## src/rtl/cpu_sequencer_pkg.sv

```systemverilog
// Shared constants for the multi-cycle sequencer: ALU memory-mode codes and
// the 3-bit state encoding that trace/debug logic decodes.
package cpu_sequencer_pkg;

  localparam logic [1:0] MEM_NOP   = 2'b00;
  localparam logic [1:0] MEM_READ  = 2'b01;
  localparam logic [1:0] MEM_WRITE = 2'b10;

  typedef enum logic [2:0] {
    S_FETCH     = 3'd0,
    S_DECODE    = 3'd1,
    S_REGREAD   = 3'd2,
    S_EXECUTE   = 3'd3,
    S_MEMORY    = 3'd4,
    S_WRITEBACK = 3'd5,
    S_HALTED    = 3'd6,
    S_FAULT     = 3'd7
  } seq_state_t;

  function automatic logic is_mem_access(input logic [1:0] mode);
    return (mode == MEM_READ) || (mode == MEM_WRITE);
  endfunction

endpackage

```

## src/rtl/cpu_sequencer_mem_handshake_timer.sv

```systemverilog
// Counts consecutive cycles a memory request waits without mem_ready and
// flags the cycle whose wait would reach the timeout limit.
module mem_handshake_timer #(
  parameter int unsigned MEM_TIMEOUT = 16
) (
  input  logic clk,
  input  logic reset,
  input  logic waiting,
  output logic expiring
);

  localparam logic [15:0] LAST = 16'(MEM_TIMEOUT - 1);

  logic [15:0] count;

  // Any non-waiting cycle clears, so every new request starts from zero.
  always_ff @(posedge clk) begin
    if (reset || !waiting) count <= '0;
    else                   count <= count + 16'd1;
  end

  assign expiring = (count == LAST);

endmodule

```

## src/rtl/cpu_sequencer.sv

```systemverilog
// Multi-cycle control unit for the 16-bit CPU: steps each instruction through
// six stages, owns the pc and drives the unified memory port handshake.
module cpu_sequencer
  import cpu_sequencer_pkg::*;
#(
  parameter logic [15:0] RESET_PC    = 16'h0000,
  parameter int unsigned MEM_TIMEOUT = 16
) (
  input  logic        clk,
  input  logic        reset,
  input  logic        mem_ready,
  input  logic        alu_write_pc,
  input  logic        alu_write_rD,
  input  logic [1:0]  alu_memory_mode,
  input  logic [15:0] alu_out,
  input  logic        halt_req,
  output logic [15:0] pc,
  output logic        en_fetch,
  output logic        en_decode,
  output logic        en_regread,
  output logic        en_alu,
  output logic        en_regwrite,
  output logic        mem_req,
  output logic        mem_we,
  output logic        mem_addr_sel,
  output logic        halted,
  output logic        fault,
  output logic [15:0] instr_count
);

  seq_state_t state, state_next;
  logic       expiring;

  mem_handshake_timer #(.MEM_TIMEOUT(MEM_TIMEOUT)) u_timer (
    .clk     (clk),
    .reset   (reset),
    .waiting (mem_req & ~mem_ready),
    .expiring(expiring)
  );

  always_ff @(posedge clk) begin
    if (reset) begin
      state       <= S_FETCH;
      pc          <= RESET_PC;
      instr_count <= '0;
    end else begin
      state <= state_next;
      if (state == S_WRITEBACK) begin
        pc          <= alu_write_pc ? alu_out : pc + 16'd1;
        instr_count <= instr_count + 16'd1;
      end
    end
  end

  always_comb begin
    state_next   = state;
    en_fetch     = 1'b0;
    en_decode    = 1'b0;
    en_regread   = 1'b0;
    en_alu       = 1'b0;
    en_regwrite  = 1'b0;
    mem_req      = 1'b0;
    mem_we       = 1'b0;
    mem_addr_sel = 1'b0;
    halted       = 1'b0;
    fault        = 1'b0;
    case (state)
      S_FETCH: begin
        mem_req  = 1'b1;
        en_fetch = mem_ready;
        if (mem_ready)     state_next = S_DECODE;
        else if (expiring) state_next = S_FAULT;
      end
      S_DECODE: begin
        en_decode  = 1'b1;
        state_next = S_REGREAD;
      end
      S_REGREAD: begin
        en_regread = 1'b1;
        state_next = S_EXECUTE;
      end
      S_EXECUTE: begin
        en_alu     = 1'b1;
        state_next = S_MEMORY;
      end
      S_MEMORY: begin
        if (is_mem_access(alu_memory_mode)) begin
          mem_req      = 1'b1;
          mem_addr_sel = 1'b1;
          mem_we       = (alu_memory_mode == MEM_WRITE);
          if (mem_ready)     state_next = S_WRITEBACK;
          else if (expiring) state_next = S_FAULT;
        end else if (alu_memory_mode == MEM_NOP) begin
          state_next = S_WRITEBACK;
        end else begin
          state_next = S_FAULT;
        end
      end
      S_WRITEBACK: begin
        en_regwrite = alu_write_rD;
        state_next  = halt_req ? S_HALTED : S_FETCH;
      end
      S_HALTED: begin
        halted = 1'b1;
        if (!halt_req) state_next = S_FETCH;
      end
      S_FAULT: fault = 1'b1;
      default: state_next = S_FAULT;
    endcase
    // Strobes and the memory request stay low for as long as reset is held.
    if (reset) begin
      en_fetch     = 1'b0;
      en_decode    = 1'b0;
      en_regread   = 1'b0;
      en_alu       = 1'b0;
      en_regwrite  = 1'b0;
      mem_req      = 1'b0;
      mem_we       = 1'b0;
      mem_addr_sel = 1'b0;
    end
  end

endmodule
```

## config.mk

```make
export PLATFORM = sky130hd
export DESIGN_NAME = cpu_sequencer
export DESIGN_NICKNAME = d
export VERILOG_FILES = /design/src/rtl/cpu_sequencer_pkg.sv /design/src/rtl/cpu_sequencer_mem_handshake_timer.sv /design/src/rtl/cpu_sequencer.sv
export SDC_FILE = /design/constraint.sdc
export NUM_CORES = 1
export LEC_CHECK = 0
export ABC_AREA = 1
export CAP_MARGIN = 20
export CELL_PAD_IN_SITES_DETAIL_PLACEMENT = 1
export CELL_PAD_IN_SITES_GLOBAL_PLACEMENT = 1
export CORE_ASPECT_RATIO = 0.5
export CORE_UTILIZATION = 36
export CTS_CLUSTER_SIZE = 28
export DETAILED_ROUTE_END_ITERATION = 10
export PLACE_DENSITY_LB_ADDON = 0.1
export SETUP_SLACK_MARGIN = 0.1
export SLEW_MARGIN = 20
export SYNTH_ARGS = -nofsm -noshare
export SYNTH_HDL_FRONTEND = slang
export SYNTH_SLANG_ARGS = --single-unit
```

## constraint.sdc

```tcl
create_clock -name clk -period 1.5 [get_ports clk]
set_clock_uncertainty 0.05 [all_clocks]
set_input_delay 0.375 -clock clk [delete_from_list [all_inputs] [get_ports clk]]
set_output_delay 0.375 -clock clk [all_outputs]
set_load 0.01 [all_outputs]
```

* Yosys cells after proc, flatten, opt, wreduce, memory -nomap -nowiden
Index checks and enable logic that the tools add are counted.
Cells by class: $add $sub $neg 3, equality and inequality tests 11, mux-type cells 29, bitwise operators 2, reductions and logical operators 7
Operators with widths (count):
- 16-bit by 1-bit adder with 16-bit output (second input constant) | 3
- 3-bit one-hot mux with 7 select lines | 1
- 1-bit two-way mux | 19
- 3-bit two-way mux | 6
- 16-bit by 4-bit == test with 1-bit output (second input constant) | 1
- 16-bit two-way mux | 1
- 3-bit == test (second input constant) | 4
- 7-bit nonzero test | 1
- 3-bit by 2-bit == test with 1-bit output (second input constant) | 2
- 3-bit by 1-bit == test with 1-bit output (second input constant) | 1
- 3-bit zero test | 1
- 2-bit by 1-bit == test with 1-bit output (second input constant) | 1
- 2-bit == test (second input constant) | 1
- 2-bit zero test | 1
- 1-bit logical OR | 2
- 2-bit two-way mux | 1
- 2-bit inequality test (second input constant) | 1
- 1-bit one-hot mux with 2 select lines | 1
- 2-bit AND reduction | 1
- 1-bit AND | 1
- 1-bit zero test | 1
- 1-bit NOT | 1
Word-level totals: bits in registers 51, output and inout bits 42, word-level logic and storage cells 56

* Depth between registers and ports, before layout
Gate-level depths: netlist of the first run.
depth after elaboration 8, gate-level depth with buffers 9, depth with buffers taken out 9

* Hierarchy
Synthesis of the first run repeated with hierarchy kept, for this count alone.
Unflattened totals: cells, all modules 493, area, all modules 3044.2 um^2
Modules (own cells, without submodules):
- cpu_sequencer | instances 1, cells each 364, area each 2229.6 um^2, seq. area each 700.7 um^2
- mem_handshake_timer | instances 1, cells each 129, area each 814.5 um^2, seq. area each 320.3 um^2

* Worst setup path before layout of the first run
Ideal clock, no wire load.
path type input to output, start input port reset, end output port en_fetch, arrival time 1037 ps, path slack 38 ps, cell stages on the path 3, buffers on the path 2, path through buf_2 clkbuf_1 nor3_1
Between the ends: longest elaborated chain between the ends 1
RTL lines:
- from (decl) | RTL line cpu_sequencer.sv:10 | input logic reset,
- 1-bit two-way mux | RTL line cpu_sequencer.sv:111 | if (reset) begin
- to (decl) | RTL line cpu_sequencer.sv:18 | output logic en_fetch,
No other way between the ends.

* Worst setup path in the final report of the first run
start register state[0], end output port mem_req
Between the ends: longest elaborated chain between the ends 3, elaborated cells between the ends (all ways) 4, classes of those cells eq/ne: 1; mux: 2; reduce/logical: 1
RTL lines:
- from (decl) | RTL line cpu_sequencer.sv:31 | seq_state_t state, state_next;
- from (signal assigned) | RTL line cpu_sequencer.sv:47 | state <= state_next;
- 3-bit == test / 3-bit zero test (equally long branches) | RTL line cpu_sequencer.sv:67 | case (state)
- 1-bit one-hot mux with 2 select lines * | RTL line cpu_sequencer.sv:67
- 1-bit two-way mux * | RTL line cpu_sequencer.sv:111
- to (decl) | RTL line cpu_sequencer.sv:23 | output logic mem_req,
Every way passes the cells marked *; elsewhere a longest branch is shown, timed or not.

==> results of run 1 <==
==> final cells by class <==
cell class / instances / area share, %
Tap cell: 112 / 2.76
Inverter: 59 / 4.76
Clock buffer: 7 / 3.01
Multi-Input combinational cell: 371 / 43.7
Sequential cell: 51 / 21.3
Clock inverter: 1 / 0.148
Timing Repair Buffer: 139 / 24.3
==> stage by stage <==
step	setup WS [ns]	hold WS (ns)	util, %	total power, W
detailed placement	-0.843	0.408	52.6	0.00273
floorplan	0.102	0.379	-	0.00212
CTS	-0.177	0.418	57.6	0.00414
finish	-0.181	0.416	61.2	0.00431
global placement	-0.799	0.399	52.6	0.00270
global route	-0.246	0.436	61.2	0.00452
==> worst paths after layout <==
check,startpoint,end,depth (start not counted)
max,state[0],mem_req,5
min,u_timer.count[14],u_timer.count[14],2
max reg2reg,state[0],instr_count[7],10
min reg2reg,u_timer.count[14],u_timer.count[14],2
==> power by group through the flow <==
stage          registers [W]  clock network, W  logic [W]
2_1_floorplan        0.00153                 0   0.000589
3_3_place_gp         0.00153                 0    0.00118
3_5_place_dp         0.00153                 0    0.00120
4_1_cts              0.00153           0.00127    0.00134
5_1_grt              0.00154           0.00134    0.00164
6_report             0.00154           0.00125    0.00152
==> worst max-delay path, cell delays in order, from the launching register on <==
cell and delay [ns]:
dfxtp_4 0.36, nor2_4 0.15, buf_4 0.14, nand2_2 0.08
nor2_4 0.10, buf_2 0.13
==> registers in the layout, indices dropped and copies added, names as in the netlist <==
register       flops
instr_count       16
pc                16
u_timer.count     16
state              3
==> layer usage <==
metal	GRT usage (%)	share of wire, %
met1	28.4	45
met2	46.0	50
met3	4.02	3.1
met4	5.90	1.9
met5	0	0
==> cells by family after synthesis <==
| kind of cell | Yosys count | share of synthesized area (%) |
|---|---|---|
| AND/OR/NAND/NOR | 283 | 41.1 |
| AO/OA/AOI/OAI | 78 | 13.6 |
| adder cells (fa/ha/maj) | 5 | 1.96 |
| XOR/XNOR | 5 | 1.37 |
| buffers and inverters | 74 | 10.1 |
| flip-flops | 51 | 31.9 |
==> cell usage in the layout, fill, tap and decap left out, types with 9 or more instances in the layout <==
cell / n
buf_6: 12
nand4_1: 13
clkdlybuf4s50_1: 19
o21ai_1: 12
a21oi_1: 37
buf_4: 59
nand2_2: 11
nand2_1: 111
dfxtp_2: 28
nor2_4: 17
nor2_2: 13
inv_1: 48
clkdlybuf4s15_1: 10
dfxtp_1: 17
nor2_1: 52
nand3_1: 27
nor3_1: 11
o21ai_0: 9
dlygate4sd2_1: 21
a21oi_2: 9
==> what timing repair did <==
| action | in CTS | in global routing |
|---|---|---|
| resized for setup | 158 | 100 |
| buffers inserted | 9 | 7 |
| pin swaps | 13 | 26 |
| setup endpoints to repair | 92 | 73 |
| hold buffers | 0 | 0 |
| gates cloned | 1 | 0 |
==> impl_metrics.json, run 1 <==
{
  "vdd_drop_max_v": 0.000676,
  "p_int_w": 0.00288,
  "grt.total_usage_pct": 24.0,
  "critPathMaxFanout": 3,
  "dp_hpwl_um": 7680,
  "hold_path.class": "reg -> reg",
  "sequentialPowerShare_pct": 35.6,
  "critPathCaptureType": "primary output",
  "ys.flop_type": "dfxtp_1",
  "dieHeight_um": 68.6,
  "grt_pass1_vias": 3655,
  "die_area_um2": 9290,
  "syn_nets": 525,
  "slew_headroom_pct": 76.3,
  "port-buffer-count": 65,
  "synthTopCellsByArea": "dfxtp_1 32%, nand2_1 15%, nor2_1 8.5%, a21oi_1 7.0%, inv_1 6.5%",
  "cts_htree_levels": 2,
  "setup_total_negative_slack_ns": -1.46,
  "cts_buffers": 5,
  "avgSynthCellArea_um2": 6.45,
  "p_sw_share_pct": 33.1,
  "initial_core_util_pct": 38.6,
  "yosysUniqueCellTypes": 35,
  "diodes": 0,
  "seqCellArea_um2": 1080,
  "worst_ep_required_time_ns": 1.07,
  "gp_congestion": 0.809,
  "setup_viol": 14,
  "p_leak_nw": 2.09,
  "design_area_um2": 5070,
  "yosysMostFrequentCell": "nand2_1",
  "area_growth_pct": 58.6,
  "placed_area_um2": 4360,
  "wl_um": 11700,
  "yosys_register_bits": 51,
  "violations": "setup timing",
  "timing.reg2reg.setup_slack_ns": -0.08,
  "worstSkewPairLatency_ns": 0.30,
  "clock_path_buffers": 2,
  "multi_input_area_um2": 2220,
  "yosysTopAreaCell": "dfxtp_1",
  "drc": 0,
  "synth_common_cells": "124 x nand2_1, 72 x nor2_1, 55 x inv_1",
  "placed_cells": 715,
  "placeableCoreArea_um2": 8290,
  "yosysWarnings": 0,
  "io_pins": 66,
  "fin_cells": 740,
  "setup_slack_ns": -0.181,
  "power.switching_w": 0.00143,
  "placementRows": 23,
  "drive_gt1_share_pct": 36.1,
  "postSynth.asyncResetShare_pct": 0,
  "avgViaCountPerCell": 5.06,
  "cap_violations": 0,
  "yosysTopAreaCellShare_pct": 31.9,
  "synth_cells": 496,
  "grt_pass1_wl_um": 17300,
  "root_buffer": "clkbuf_16",
  "antenna_left": 0,
  "cp.arrival_ns": 1.26,
  "hold_violations": 0,
  "wl_per_cell_um": 15.8,
  "synth_enable_flop_cells": 0,
  "period_needed_ns": 1.68,
  "grt_max_degree": 25,
  "p_per_area_nw_per_um2": 850,
  "post-route-period-util_pct": 112,
  "crit_path_start_kind": "register",
  "slew_violations": 0,
  "drt_iter0_drc": 142,
  "n_fill_cell": 1091,
  "max_slew.worst_pin.slew_ns": 0.356,
  "dr.pass1.iters": 4,
  "vias": 3745,
  "die_w_um": 135,
  "antenna_found_initial": 0,
  "fmax_mhz": 595,
  "status": "finished with violations",
  "overflow": 0,
  "p_comb_share_pct": 35.3,
  "ys_seq_area_share_pct": 31.9,
  "clockPowerShare_pct": 29.0,
  "cts.sinks": 51,
  "cts_tree": "yes",
  "fin_nets": 656,
  "synth_area_um2": 3200,
  "clk_pin_slew_ns": 0.07,
  "rsz0062_at_grt": "yes",
  "criticalPathCategory": "reg -> out"
}
Power figures use the tool's default switching activity.
==> run 2: changes to the inputs <==
Settings changed: SLEW_MARGIN 20 to 30.
==> results of run 2 <==
No change in the layout: final DEF, timing and power equal those of run 1.
==> run 3: changes to the inputs <==
--- a/constraint.sdc
+++ b/constraint.sdc
@@ -3,3 +3,3 @@
 set_input_delay 0.375 -clock clk [delete_from_list [all_inputs] [get_ports clk]]
 set_output_delay 0.375 -clock clk [all_outputs]
-set_load 0.01 [all_outputs]
+set_load 0.005 [all_outputs]
==> run 3 against run 2 <==
Compared with the run above:
- the run now fails in 5_1_grt
- synthesized area unchanged
- synthesized cell count unchanged
==> impl_metrics.json, run 3 <==
{
  "status": "did not finish",
  "haltStage": "5_1_grt",
  "stop_error": "[ERROR DPL-0033] detailed placement checks failed during check placement.",
  "placed_area_um2": 4340,
  "ys_seq_area_share_pct": 31.9,
  "avgSynthCellArea_um2": 6.45,
  "ctsHoldBuffers": 0,
  "root_buffer": "clkbuf_16",
  "syn_nets": 525,
  "dp_hpwl_um": 7980,
  "ys.flop_type": "dfxtp_1",
  "yosysTopAreaCell": "dfxtp_1",
  "cts_htree_levels": 2,
  "dieHeight_um": 68.6,
  "synth_cells": 496,
  "yosysWarnings": 0,
  "yosysMostFrequentCell": "nand2_1",
  "cts_buffers": 5,
  "yosys_register_bits": 51,
  "worstEpCategory": "output port",
  "port-buffer-count": 65,
  "cts.sinks": 51,
  "synthTopCellsByArea": "dfxtp_1 32%, nand2_1 15%, nor2_1 8.5%, a21oi_1 7.0%, inv_1 6.5%",
  "synth_area_um2": 3200,
  "die_w_um": 135,
  "place_ws_ns": -0.801,
  "placementRows": 23,
  "synth_common_cells": "124 x nand2_1, 72 x nor2_1, 55 x inv_1",
  "yosysTopAreaCellShare_pct": 31.9,
  "synth_enable_flop_cells": 0,
  "yosysUniqueCellTypes": 35,
  "grt_max_degree": 20,
  "gp_congestion": 0.820,
  "initial_core_util_pct": 38.6,
  "clock_path_buffers": 2,
  "postSynth.asyncResetShare_pct": 0,
  "grt-worst-endpoint": "mem_req",
  "antenna_found_initial": 0,
  "io_pins": 66
}
## run 3: cell counts after synthesis
No cell type changed its count.
## run 3: through the flow
stage          instances  hold slack, ns  utilization (%)  setup TNS [ns]
4_1_cts              759           0.425             61.1           -1.20
3_5_place_dp         714           0.415             52.3          -18.02
2_1_floorplan        496           0.379                -               0
3_3_place_gp         714           0.395             52.3          -16.19
## run 3: cell families after synthesis
kind of cell | after synthesis | synth area share (%)
buffers and inverters | 74 | 10.1
flip-flops | 51 | 31.9
AND/OR/NAND/NOR | 283 | 41.1
adder cells (fa/ha/maj) | 5 | 1.96
AO/OA/AOI/OAI | 78 | 13.6
XOR/XNOR | 5 | 1.37
## run 3: what timing repair did
action | in CTS
setup endpoints to repair | 91
gates cloned | 1
pin swaps | 25
buffers inserted | 36
gates resized for setup | 198
==> run 4: changes to the inputs <==
Settings changed: CELL_PAD_IN_SITES_DETAIL_PLACEMENT 1 to unset, CELL_PAD_IN_SITES_GLOBAL_PLACEMENT 1 to unset, CORE_ASPECT_RATIO 0.5 to unset, CORE_UTILIZATION 36 to 40, CTS_CLUSTER_SIZE 28 to unset, PLACE_DENSITY_LB_ADDON 0.1 to 0.15, SETUP_SLACK_MARGIN 0.1 to unset.
==> run 4 against run 3 <==
Compared with the run above:
- the flow now finishes, with violations (setup timing)
==> impl_metrics.json, run 4 (synthesized netlist as in run 1, its figures left out) <==
{
  "initial_core_util_pct": 41.4,
  "dr.pass1.iters": 5,
  "worst_ep_required_time_ns": 1.07,
  "grt_pass1_vias": 3577,
  "cpMostUsedCell": "nor2_4",
  "clock_path_buffers": 2,
  "io_pins": 66,
  "worstSkewPairLatency_ns": 0.31,
  "critical_path.max_stage_delay_ns": 0.37,
  "fmax_mhz": 557,
  "diodes": 0,
  "port-buffer-count": 65,
  "cts.sinks": 51,
  "grt_max_degree": 21,
  "final_cell_mix": "103 x nand2_1, 78 x buf_4, 53 x nor2_1, 49 x inv_1, 32 x dlygate4sd2_1",
  "final_common_cell": "nand2_1",
  "root_buffer": "clkbuf_8",
  "timing.reg2reg.setup_slack_ns": -0.13,
  "grt_pass1_wl_um": 16000,
  "hold_violations": 0,
  "fin_nets": 688,
  "antenna_left": 0,
  "cts_buffers": 5,
  "gp_congestion": 0.915,
  "crit_chain": "buf_6, nor2_4, inv_2, nor2_4, nand2_1, nor2_1, buf_2",
  "dp_hpwl_um": 6470,
  "die_w_um": 91.4,
  "max_slew.worst_pin.slew_ns": 0.341,
  "wl_um": 10900,
  "criticalPathCategory": "reg -> out",
  "slew_violations": 0,
  "placementRows": 32,
  "clk_pin_slew_ns": 0.11,
  "overflow": 0,
  "vdd_drop_max_v": 0.000909,
  "rsz0062_at_grt": "yes",
  "seqCellArea_um2": 1080,
  "path_buf_inv": 3,
  "grt.total_usage_pct": 23.4,
  "design_area_um2": 5500,
  "crit_path_start_kind": "register",
  "whs_ns": 0.419,
  "dieHeight_um": 91.4,
  "drive_gt1_share_pct": 42.6,
  "cts_htree_levels": 2,
  "critPathTopFamily": "simple AND/OR/NAND/NOR gates",
  "cp_slowest_cell": "dfxtp_4",
  "status": "finished with violations",
  "placeableCoreArea_um2": 7730,
  "setup_viol": 48,
  "critPathMaxFanout": 4,
  "cap_violations": 0,
  "vias": 3927,
  "avgViaCountPerCell": 5.15,
  "cts_tree": "yes",
  "period_needed_ns": 1.80,
  "p_leak_nw": 2.37,
  "die_area_um2": 8360,
  "top_regs": "instr_count: 16 flops, pc: 16 flops, u_timer.count: 16 flops",
  "n_fill_cell": 609,
  "placed_area_um2": 4270,
  "wl_per_cell_um": 14.3,
  "multi_input_area_um2": 2350,
  "violations": "setup timing",
  "setup_slack_ns": -0.296,
  "post-route-period-util_pct": 120,
  "area_growth_pct": 72.1,
  "antenna_found_initial": 0,
  "critPathCaptureType": "primary output",
  "power_w": 0.00446,
  "drc": 0,
  "cp.arrival_ns": 1.37,
  "hold_path.class": "reg -> reg",
  "slew_headroom_pct": 77.2,
  "p_per_area_nw_per_um2": 811,
  "drt_iter0_drc": 130
}
[run 4: power breakdown]
part	total, W	internal [W]	switching, W
Combinational	0.00192	0.00101	0.000912
Clock	0.00105	0.000550	0.000496
Sequential	0.00150	0.00144	0.0000610
[run 4: what timing repair did]
item	CTS	global route
setup endpoints to repair	74	52
cloned	1	3
resized for setup	153	144
hold buffers	0	0
buffers inserted	42	10
pin swaps	14	52
[run 4: metal layers]
layer	wire length [um]	GRT usage, %	vias up
li1	-	-	1944
met4	253	8.33	0
met3	534	2.85	30
met1	4710	30.0	1819
met2	5370	40.1	134
met5	0	0	-
[run 4: per-stage QoR]
| stage | util (%) | instances | setup slack [ns] | setup TNS [ns] |
|---|---|---|---|---|
| final | 71.2 | 762 | -0.296 | -4.22 |
| after global routing | 71.2 | 762 | -0.376 | -7.20 |
| after CTS | 62.8 | 750 | -0.304 | -2.33 |
| after detailed placement | 55.3 | 699 | -0.827 | -17.92 |
| after global placement | 55.3 | 699 | -0.810 | -16.30 |
| after floorplan | - | 496 | 0.0638 | 0 |
[run 4: final cells by class]
class / instances / share of cell area [%]
multi-input cells: 371 / 42.7
repair buffers: 171 / 28.5
flip-flops and latches: 51 / 19.7
inverters: 59 / 4.66
well taps: 102 / 2.32
clock buffers: 6 / 1.50
clock inverters: 2 / 0.705
[run 4: path summary, 6_finish.rpt]
path                      from                end  cells past startpoint
min          u_timer.count[14]  u_timer.count[14]                      2
min reg2reg  u_timer.count[14]  u_timer.count[14]                      2
max                   state[0]       mem_addr_sel                      7
max reg2reg           state[1]           state[0]                      9
[run 4: tightest hold or removal path: stages, from the launching register on]
cell     delay (ns)
dfxtp_1        0.32
nand2_1        0.06
a21oi_1        0.05
